## src/rtl/if_id_pipe_reg_pkg.sv

```systemverilog
// Shared IF/ID pipeline types and constants.
package mips_pipe_pkg;

   localparam logic [31:0] NOP_WORD    = 32'h0000_0000;
   localparam logic [31:0] BOOT_VECTOR = 32'hBFC0_0000;

   typedef enum logic [1:0] {
      RUN    = 2'd0,
      DSLOT  = 2'd1,
      SQUASH = 2'd2
   } state_t;

   typedef struct packed {
      logic [31:0] instr;
      logic [31:0] pc4;
      logic        valid;
      logic        dslot;
   } if_id_t;

   // A bubble still carries the fetch PC+4 so ID sees a consistent address.
   function automatic if_id_t make_bubble(input logic [31:0] nop, input logic [31:0] pc4);
      if_id_t b;
      b.instr = nop;
      b.pc4   = pc4;
      b.valid = 1'b0;
      b.dslot = 1'b0;
      return b;
   endfunction

endpackage

```

## src/rtl/if_id_pipe_reg_if.sv

```systemverilog
// Fetch/hazard-side inputs and ID-side outputs of the IF/ID register.
interface if_id_pipe_reg_if #(
   parameter int MISS_CNT_W = 8
);
   logic                  STALL;
   logic                  FLUSH;
   logic [31:0]           Instruction_IN;
   logic                  InstructionValid_IN;
   logic [31:0]           InstructionAddressPlus4_IN;
   logic                  AltPCEnable_IN;
   logic [31:0]           Instruction_OUT;
   logic [31:0]           InstructionAddressPlus4_OUT;
   logic                  Valid_OUT;
   logic                  InDelaySlot_OUT;
   logic [MISS_CNT_W-1:0] MissCount_OUT;

   modport master (
      output STALL, FLUSH, Instruction_IN, InstructionValid_IN,
             InstructionAddressPlus4_IN, AltPCEnable_IN,
      input  Instruction_OUT, InstructionAddressPlus4_OUT, Valid_OUT,
             InDelaySlot_OUT, MissCount_OUT
   );

   modport slave (
      input  STALL, FLUSH, Instruction_IN, InstructionValid_IN,
             InstructionAddressPlus4_IN, AltPCEnable_IN,
      output Instruction_OUT, InstructionAddressPlus4_OUT, Valid_OUT,
             InDelaySlot_OUT, MissCount_OUT
   );
endinterface

```

## src/rtl/if_id_pipe_reg_sat_counter.sv

```systemverilog
// Saturating up-counter with synchronous clear and hold.
module sat_counter #(
   parameter int W = 8
) (
   input  logic         clk,
   input  logic         rst,
   input  logic         clear,
   input  logic         inc,
   output logic [W-1:0] count
);

   // Count up on inc, stick at all-ones, clear has priority.
   always_ff @(posedge clk) begin
      if (rst || clear) begin
         count <= '0;
      end else if (inc && (count != '1)) begin
         count <= count + W'(1);
      end
   end

endmodule

```

## src/rtl/if_id_pipe_reg.sv

```systemverilog
// IF/ID pipeline register with stall/flush, IM-miss bubbles and
// delay-slot tagging / wrong-path squash after a taken branch.
//
// state  | meaning
// RUN    | normal loading; a taken branch held in ID arms DSLOT
// DSLOT  | delay slot held; next valid fetch is wrong-path, squash it
// SQUASH | bubble held; next valid fetch is the branch target
module if_id_pipe_reg #(
   parameter logic [31:0] NOP_WORD   = mips_pipe_pkg::NOP_WORD,
   parameter logic [31:0] RESET_PC4  = mips_pipe_pkg::BOOT_VECTOR + 32'd4,
   parameter int          MISS_CNT_W = 8
) (
   input  logic             CLOCK,
   input  logic             RESET,
   if_id_pipe_reg_if.slave  bus
);
   import mips_pipe_pkg::*;

   if_id_t                cur_q;
   if_id_t                cur_nxt;
   state_t                state_q;
   state_t                state_nxt;
   logic                  miss_inc;
   logic [MISS_CNT_W-1:0] miss_count;

   // Next contents and state; priority FLUSH > STALL > load.
   always_comb begin
      cur_nxt   = cur_q;
      state_nxt = state_q;
      miss_inc  = 1'b0;
      if (bus.FLUSH) begin
         cur_nxt   = make_bubble(NOP_WORD, bus.InstructionAddressPlus4_IN);
         state_nxt = RUN;
      end else if (!bus.STALL) begin
         if (!bus.InstructionValid_IN) begin
            // IM miss: bubble, but any pending squash stays pending.
            cur_nxt  = make_bubble(NOP_WORD, bus.InstructionAddressPlus4_IN);
            miss_inc = 1'b1;
         end else begin
            case (state_q)
               RUN: begin
                  cur_nxt.instr = bus.Instruction_IN;
                  cur_nxt.pc4   = bus.InstructionAddressPlus4_IN;
                  cur_nxt.valid = 1'b1;
                  cur_nxt.dslot = bus.AltPCEnable_IN && cur_q.valid;
                  if (bus.AltPCEnable_IN && cur_q.valid) begin
                     state_nxt = DSLOT;
                  end
               end
               DSLOT: begin
                  cur_nxt   = make_bubble(NOP_WORD, bus.InstructionAddressPlus4_IN);
                  state_nxt = SQUASH;
               end
               SQUASH: begin
                  cur_nxt.instr = bus.Instruction_IN;
                  cur_nxt.pc4   = bus.InstructionAddressPlus4_IN;
                  cur_nxt.valid = 1'b1;
                  cur_nxt.dslot = 1'b0;
                  state_nxt     = RUN;
               end
               default: begin
                  cur_nxt   = make_bubble(NOP_WORD, bus.InstructionAddressPlus4_IN);
                  state_nxt = RUN;
               end
            endcase
         end
      end
   end

   // Register the IF/ID bundle and FSM state.
   always_ff @(posedge CLOCK) begin
      if (RESET) begin
         cur_q   <= make_bubble(NOP_WORD, RESET_PC4);
         state_q <= RUN;
      end else begin
         cur_q   <= cur_nxt;
         state_q <= state_nxt;
      end
   end

   sat_counter #(.W(MISS_CNT_W)) u_miss_cnt (
      .clk   (CLOCK),
      .rst   (RESET),
      .clear (1'b0),
      .inc   (miss_inc),
      .count (miss_count)
   );

   assign bus.Instruction_OUT             = cur_q.instr;
   assign bus.InstructionAddressPlus4_OUT = cur_q.pc4;
   assign bus.Valid_OUT                   = cur_q.valid;
   assign bus.InDelaySlot_OUT             = cur_q.dslot;
   assign bus.MissCount_OUT               = miss_count;

endmodule

```

## src/flat_wrapper.sv

```systemverilog
// flat-port wrapper written by rule: the top's interface ports become plain ports
module if_id_pipe_reg_flat import mips_pipe_pkg::*;
#(
   parameter logic [31:0] NOP_WORD   = mips_pipe_pkg::NOP_WORD,
   parameter logic [31:0] RESET_PC4  = mips_pipe_pkg::BOOT_VECTOR + 32'd4,
   parameter int          MISS_CNT_W = 8
)
  (CLOCK, RESET, bus_STALL, bus_FLUSH, bus_Instruction_IN, bus_InstructionValid_IN, bus_InstructionAddressPlus4_IN, bus_AltPCEnable_IN, bus_Instruction_OUT, bus_InstructionAddressPlus4_OUT, bus_Valid_OUT, bus_InDelaySlot_OUT, bus_MissCount_OUT);
  if_id_pipe_reg_if #(.MISS_CNT_W(MISS_CNT_W)) bus_i ();
  input  logic CLOCK;
  input  logic RESET;
  input wire logic [$bits(bus_i.STALL)-1:0] bus_STALL;
  input wire logic [$bits(bus_i.FLUSH)-1:0] bus_FLUSH;
  input wire logic [$bits(bus_i.Instruction_IN)-1:0] bus_Instruction_IN;
  input wire logic [$bits(bus_i.InstructionValid_IN)-1:0] bus_InstructionValid_IN;
  input wire logic [$bits(bus_i.InstructionAddressPlus4_IN)-1:0] bus_InstructionAddressPlus4_IN;
  input wire logic [$bits(bus_i.AltPCEnable_IN)-1:0] bus_AltPCEnable_IN;
  output wire logic [$bits(bus_i.Instruction_OUT)-1:0] bus_Instruction_OUT;
  output wire logic [$bits(bus_i.InstructionAddressPlus4_OUT)-1:0] bus_InstructionAddressPlus4_OUT;
  output wire logic [$bits(bus_i.Valid_OUT)-1:0] bus_Valid_OUT;
  output wire logic [$bits(bus_i.InDelaySlot_OUT)-1:0] bus_InDelaySlot_OUT;
  output wire logic [$bits(bus_i.MissCount_OUT)-1:0] bus_MissCount_OUT;
  assign bus_i.STALL = bus_STALL;
  assign bus_i.FLUSH = bus_FLUSH;
  assign bus_i.Instruction_IN = bus_Instruction_IN;
  assign bus_i.InstructionValid_IN = bus_InstructionValid_IN;
  assign bus_i.InstructionAddressPlus4_IN = bus_InstructionAddressPlus4_IN;
  assign bus_i.AltPCEnable_IN = bus_AltPCEnable_IN;
  assign bus_Instruction_OUT = bus_i.Instruction_OUT;
  assign bus_InstructionAddressPlus4_OUT = bus_i.InstructionAddressPlus4_OUT;
  assign bus_Valid_OUT = bus_i.Valid_OUT;
  assign bus_InDelaySlot_OUT = bus_i.InDelaySlot_OUT;
  assign bus_MissCount_OUT = bus_i.MissCount_OUT;
  if_id_pipe_reg #(.NOP_WORD(NOP_WORD), .RESET_PC4(RESET_PC4), .MISS_CNT_W(MISS_CNT_W)) u_core (.CLOCK(CLOCK), .RESET(RESET), .bus(bus_i));
endmodule
```

## config.mk

```make
export PLATFORM = sky130hd
export DESIGN_NAME = if_id_pipe_reg_flat
export DESIGN_NICKNAME = d
export VERILOG_FILES = /design/src/rtl/if_id_pipe_reg_pkg.sv /design/src/rtl/if_id_pipe_reg_if.sv /design/src/rtl/if_id_pipe_reg_sat_counter.sv /design/src/rtl/if_id_pipe_reg.sv /design/src/flat_wrapper.sv
export SDC_FILE = /design/constraint.sdc
export NUM_CORES = 1
export LEC_CHECK = 0
export ABC_AREA = 0
export BUFFER_PORTS_ARGS = -buffer_cell sky130_fd_sc_hd__buf_2
export CORE_MARGIN = 2
export CORE_UTILIZATION = 44
export DETAILED_ROUTE_END_ITERATION = 7
export PLACE_DENSITY = 0.78
export SLEW_MARGIN = 20
export SYNTH_ARGS = -nofsm -noshare
export SYNTH_HDL_FRONTEND = slang
export SYNTH_SLANG_ARGS = --single-unit
```

## constraint.sdc

```tcl
create_clock -name CLOCK -period 1.9 [get_ports CLOCK]
set_input_delay 0.38 -clock CLOCK [delete_from_list [all_inputs] [get_ports CLOCK]]
set_output_delay 0.38 -clock CLOCK [all_outputs]
set_load 0.02 [all_outputs]
```

==> summary.md <==
| Metric | Value |
|---|---|
| Setup Skew | 0.00698 ns |
| Post-CTS Setup Bufs | 0 |
| Final hold vios | 0 |
| Worst R2R Path Depth | 5 |
| Drc violations | 0 |
| Fin. max-slew vios | 0 |
| Initial Utilization | 45.8% |
| Final hold slack | 0.257 ns |
| Design Area, Final | 0.00375 mm² |
| Vias in the first global route | 2,441 |
| Multi-input gate area in the final layout | 0.00111 mm² |
| Antenna viol nets, final | 0 |
| Setup crit start kind | flop |
| Total Wirelength | 6910 µm |
| Chip height | 82.8 µm |
| Flop pwr share | 47.7% |
| Post-DP Area | 0.00351 mm² |
| Leakage | 1.80 nW |
| Tot Pwr | 3.53 mW |
| RSZ-0062 raised after global routing | no |
| Sequential share of the synthesized area | 55.7% |
| Crit path max-delay family | flip-flops |
| Worst Path Buf+Inv | 0 |
| Global-route wire length before repair | 10,500 µm |
| Max Fclk | 0.637 GHz |
| Worst path depth | 5 |
| Final nets | 518 |
| Peak VDD IR | 0.449 mV |
| Num CTS Buffers | 9 |
| Kind of critical path | reg2reg |
| Max Fanout on Critical Path | 5 |
| CP endpoint kind | flop |
| R2R Setup Slk | 0.33 ns |
| CP arrival | 1.79 ns |
| Sw frac | 23.3% |
| Vias per cell | 5.02 |
| Hold Crit Class | in2reg |
| Tmin final | 1.57 ns |
| Worst skew pair latency | 0.33 ns |
| Site Rows | 28 |
| FILL cells | 540 |
| Final cycle utilization of the critical path | 82.6% |
| Slowest cell on the critical path | dfxtp_1 |
| Yosys synthesis warning count | 0 |
| Tightest Pin Transition | 0.651 ns |
| First-pass iteration count of the detailed router | 4 |
| Number of diodes | 0 |
| Synthesis-to-layout area growth | 37.4% |
| Placer congestion estimate | 0.797 |
| Comb power frac | 10.9% |
| Crit path capture | u_core.u_miss_cnt.count[1]$_SDFFE_PP0P_ |
| Via count | 2,638 |
| CTS H-tree lvls | 3 |
| Core Area | 0.00596 mm² |
| Initial antenna violation count | 0 |
| CTS Sinks | 76 |
| HPWL after detailed placement | 4920 µm |
| Avg Inst Size Synth | 8.84 µm² |
| Syn Nets | 380 |
| DR WL/cell | 13.1 µm |
| Unique masters post-synth | 35 |
| Largest net degree at the start of global routing | 41 |
| Pint | 2.71 mW |
| Max clock buf depth | 2 |
| Share of cells above drive strength 1 | 37.9% |
| Post-Layout Cell Count | 526 |
| Root Driver | clkbuf_8 |
| RR Startpoint | u_core.u_miss_cnt.count[0]$_SDFFE_PP0P_ |
| CP cell instances | ha_1 -> nand4_1 -> o21ai_0 -> mux2i_1 -> nor2_1 |
| CP Data Required Time | 2.12 ns |
| Slowest stage delay, CP | 0.39 ns |
| GRT Total Usage | 20.1% |
| Clock power frac | 41.4% |
| IO Port Bufs | 143 |
| Slew HR | 56.6% |
| Initial DRC Count | 87 |
| Clock transition at path regs | 0.07 ns |
| Final TNS setup | 0 ns |
| Yosys reg bits | 76 |
| Hold Buf Count CTS | 0 |
| PwrDens | 940 mW/mm² |
| PostCTS Resize Cnt | 0 |
| Max-Cap Viols | 0 |
| Mapped Area | 0.00273 mm² |
| Status | completed |
| R2r endpoint | u_core.u_miss_cnt.count[1]$_SDFFE_PP0P_ |
| TritonCTS clock tree | done |
| Die span in x | 82.8 µm |
| Post-Syn Instances | 309 |
| IO Count | 144 |
| Final setup fails | 0 |
| Die ar. | 0.00685 mm² |
| Placed Cells | 511 |
| Total gr overflow | 0 |
| Crit path from | u_core.u_miss_cnt.count[0]$_SDFFE_PP0P_ |
| Storage cell area | 0.00152 mm² |
| Switching pwr | 821 µW |
==> logic make-up (layout without fill, tap and decap cells) <==
group | after synthesis | in the layout | synth area share (%)
flops | 76 | 76 | 55.7
xor+xnor | 2 | 2 | 0.642
mux | 2 | 2 | 0.733
buf+inv | 23 | 165 | 3.76
simple gates | 138 | 138 | 22.7
compound gates | 67 | 67 | 15.9
fa+ha+maj | 1 | 1 | 0.458
==> final cells by class <==
type                       instances  share of cell area [%]
tap                               75                    2.50
multi-input combinational        210                    29.6
timing repair buffer             149                    20.9
clock inverter                     5                    2.67
clock buffer                      10                    3.67
inverter                           1                   0.100
sequential                        76                    40.6
==> worst reg2reg max path, stage by stage, from the launching register on <==
cell and delay [ns]:
dfxtp_1 0.39, ha_1 0.29, nand4_1 0.17, o21ai_0 0.33, mux2i_1 0.22, nor2_1 0.05
==> worst min-delay path by stage <==
stage / to / from / slack, ns / cells after the start
finish: u_core.bus.InstructionAddressPlus4_OUT[29]$_SDFFE_PP1P_ / bus_InstructionAddressPlus4_IN[29] / 0.26 / 3
global route: u_core.bus.InstructionAddressPlus4_OUT[28]$_SDFFE_PP1P_ / bus_InstructionAddressPlus4_IN[28] / 0.25 / 3
CTS: u_core.bus.InstructionAddressPlus4_OUT[29]$_SDFFE_PP1P_ / bus_InstructionAddressPlus4_IN[29] / 0.24 / 3
detailed placement: u_core.bus.InstructionAddressPlus4_OUT[9]$_SDFFE_PP0P_ / u_core.bus.InstructionAddressPlus4_OUT[9]$_SDFFE_PP0P_ / 0.44 / 2
global placement: u_core.bus.InstructionAddressPlus4_OUT[17]$_SDFFE_PP0P_ / u_core.bus.InstructionAddressPlus4_OUT[17]$_SDFFE_PP0P_ / 0.44 / 2
floorplan: u_core.state_q[0]$_SDFFE_PP0P_ / u_core.state_q[0]$_SDFFE_PP0P_ / 0.46 / 2
==> power groups by stage <==
stage,Combinational [mW],Sequential (mW),Clock [mW]
after global routing,0.424,1.69,1.56
final,0.385,1.68,1.46
after floorplan,0.145,1.79,0
after global placement,0.380,1.72,0
after CTS,0.390,1.68,1.49
after detailed placement,0.389,1.72,0
==> flip-flops by register name, indices dropped and copies added, names as in the netlist <==
register and flops:
u_core.u_miss_cnt.count 8, u_core.bus.Valid_OUT 1, u_core.bus.Instruction_OUT 32, u_core.bus.InDelaySlot_OUT 1, u_core.bus.InstructionAddressPlus4_OUT 32, u_core.state_q 2
==> metal layers <==
metal  part of all wire (%)  track usage [%]  routed length (µm)  up-vias
met5                      0                0                   0        -
met4                   0.91             9.84                  63        0
met3                    8.6             6.60                 595        6
met2                     48             33.5                3340      106
met1                     42             23.1                2910     1202
li1                       -                -                   -     1324
==> Yosys cell counts <==
library cell	n	area share (%)
o21ai_0	2	0.37
nand2_2	1	0.23
nand4_1	2	0.46
buf_6	1	0.41
o21a_1	1	0.28
buf_1	3	0.41
mux2i_1	2	0.73
nor2_2	1	0.23
xor2_1	2	0.64
a31oi_1	1	0.23
nor2b_1	1	0.23
nand3_1	1	0.18
nand3_2	1	0.37
nor3b_1	1	0.28
nor3_1	3	0.55
or2_2	1	0.23
a2111oi_2	1	0.55
a21oi_1	28	5.1
and3_1	3	0.69
nor3_4	1	0.60
ha_1	1	0.46
nor2_1	39	5.4
clkbuf_1	11	1.5
a22oi_1	32	8.8
o211ai_1	1	0.28
nand2_1	68	9.3
inv_1	1	0.14
or2_0	1	0.23
dfxtp_1	76	56
nand2b_1	2	0.46
buf_2	7	1.3
nand3b_1	10	2.7
a41oi_1	1	0.32
nand4b_1	1	0.32
nor4_1	1	0.23
==> placed cells by master, fill, tap and decap left out, drive strengths merged, types with 3 or more instances in the layout <==
| cell | count |
|---|---|
| buf | 149 |
| dfxtp | 76 |
| nand2 | 69 |
| nor2 | 40 |
| a22oi | 32 |
| a21oi | 28 |
| nand3b | 10 |
| clkbuf | 10 |
| nor3 | 4 |
| and3 | 3 |
| bufinv | 3 |
==> stage by stage <==
step | util [%] | setup WS (ns)
2_1_floorplan | - | 0.319
6_report | 63.0 | 0.331
3_3_place_gp | 59.0 | 0.393
3_5_place_dp | 59.0 | 0.331
4_1_cts | 63.0 | 0.313
5_1_grt | 63.0 | 0.173
Power figures use the tool's default switching activity.
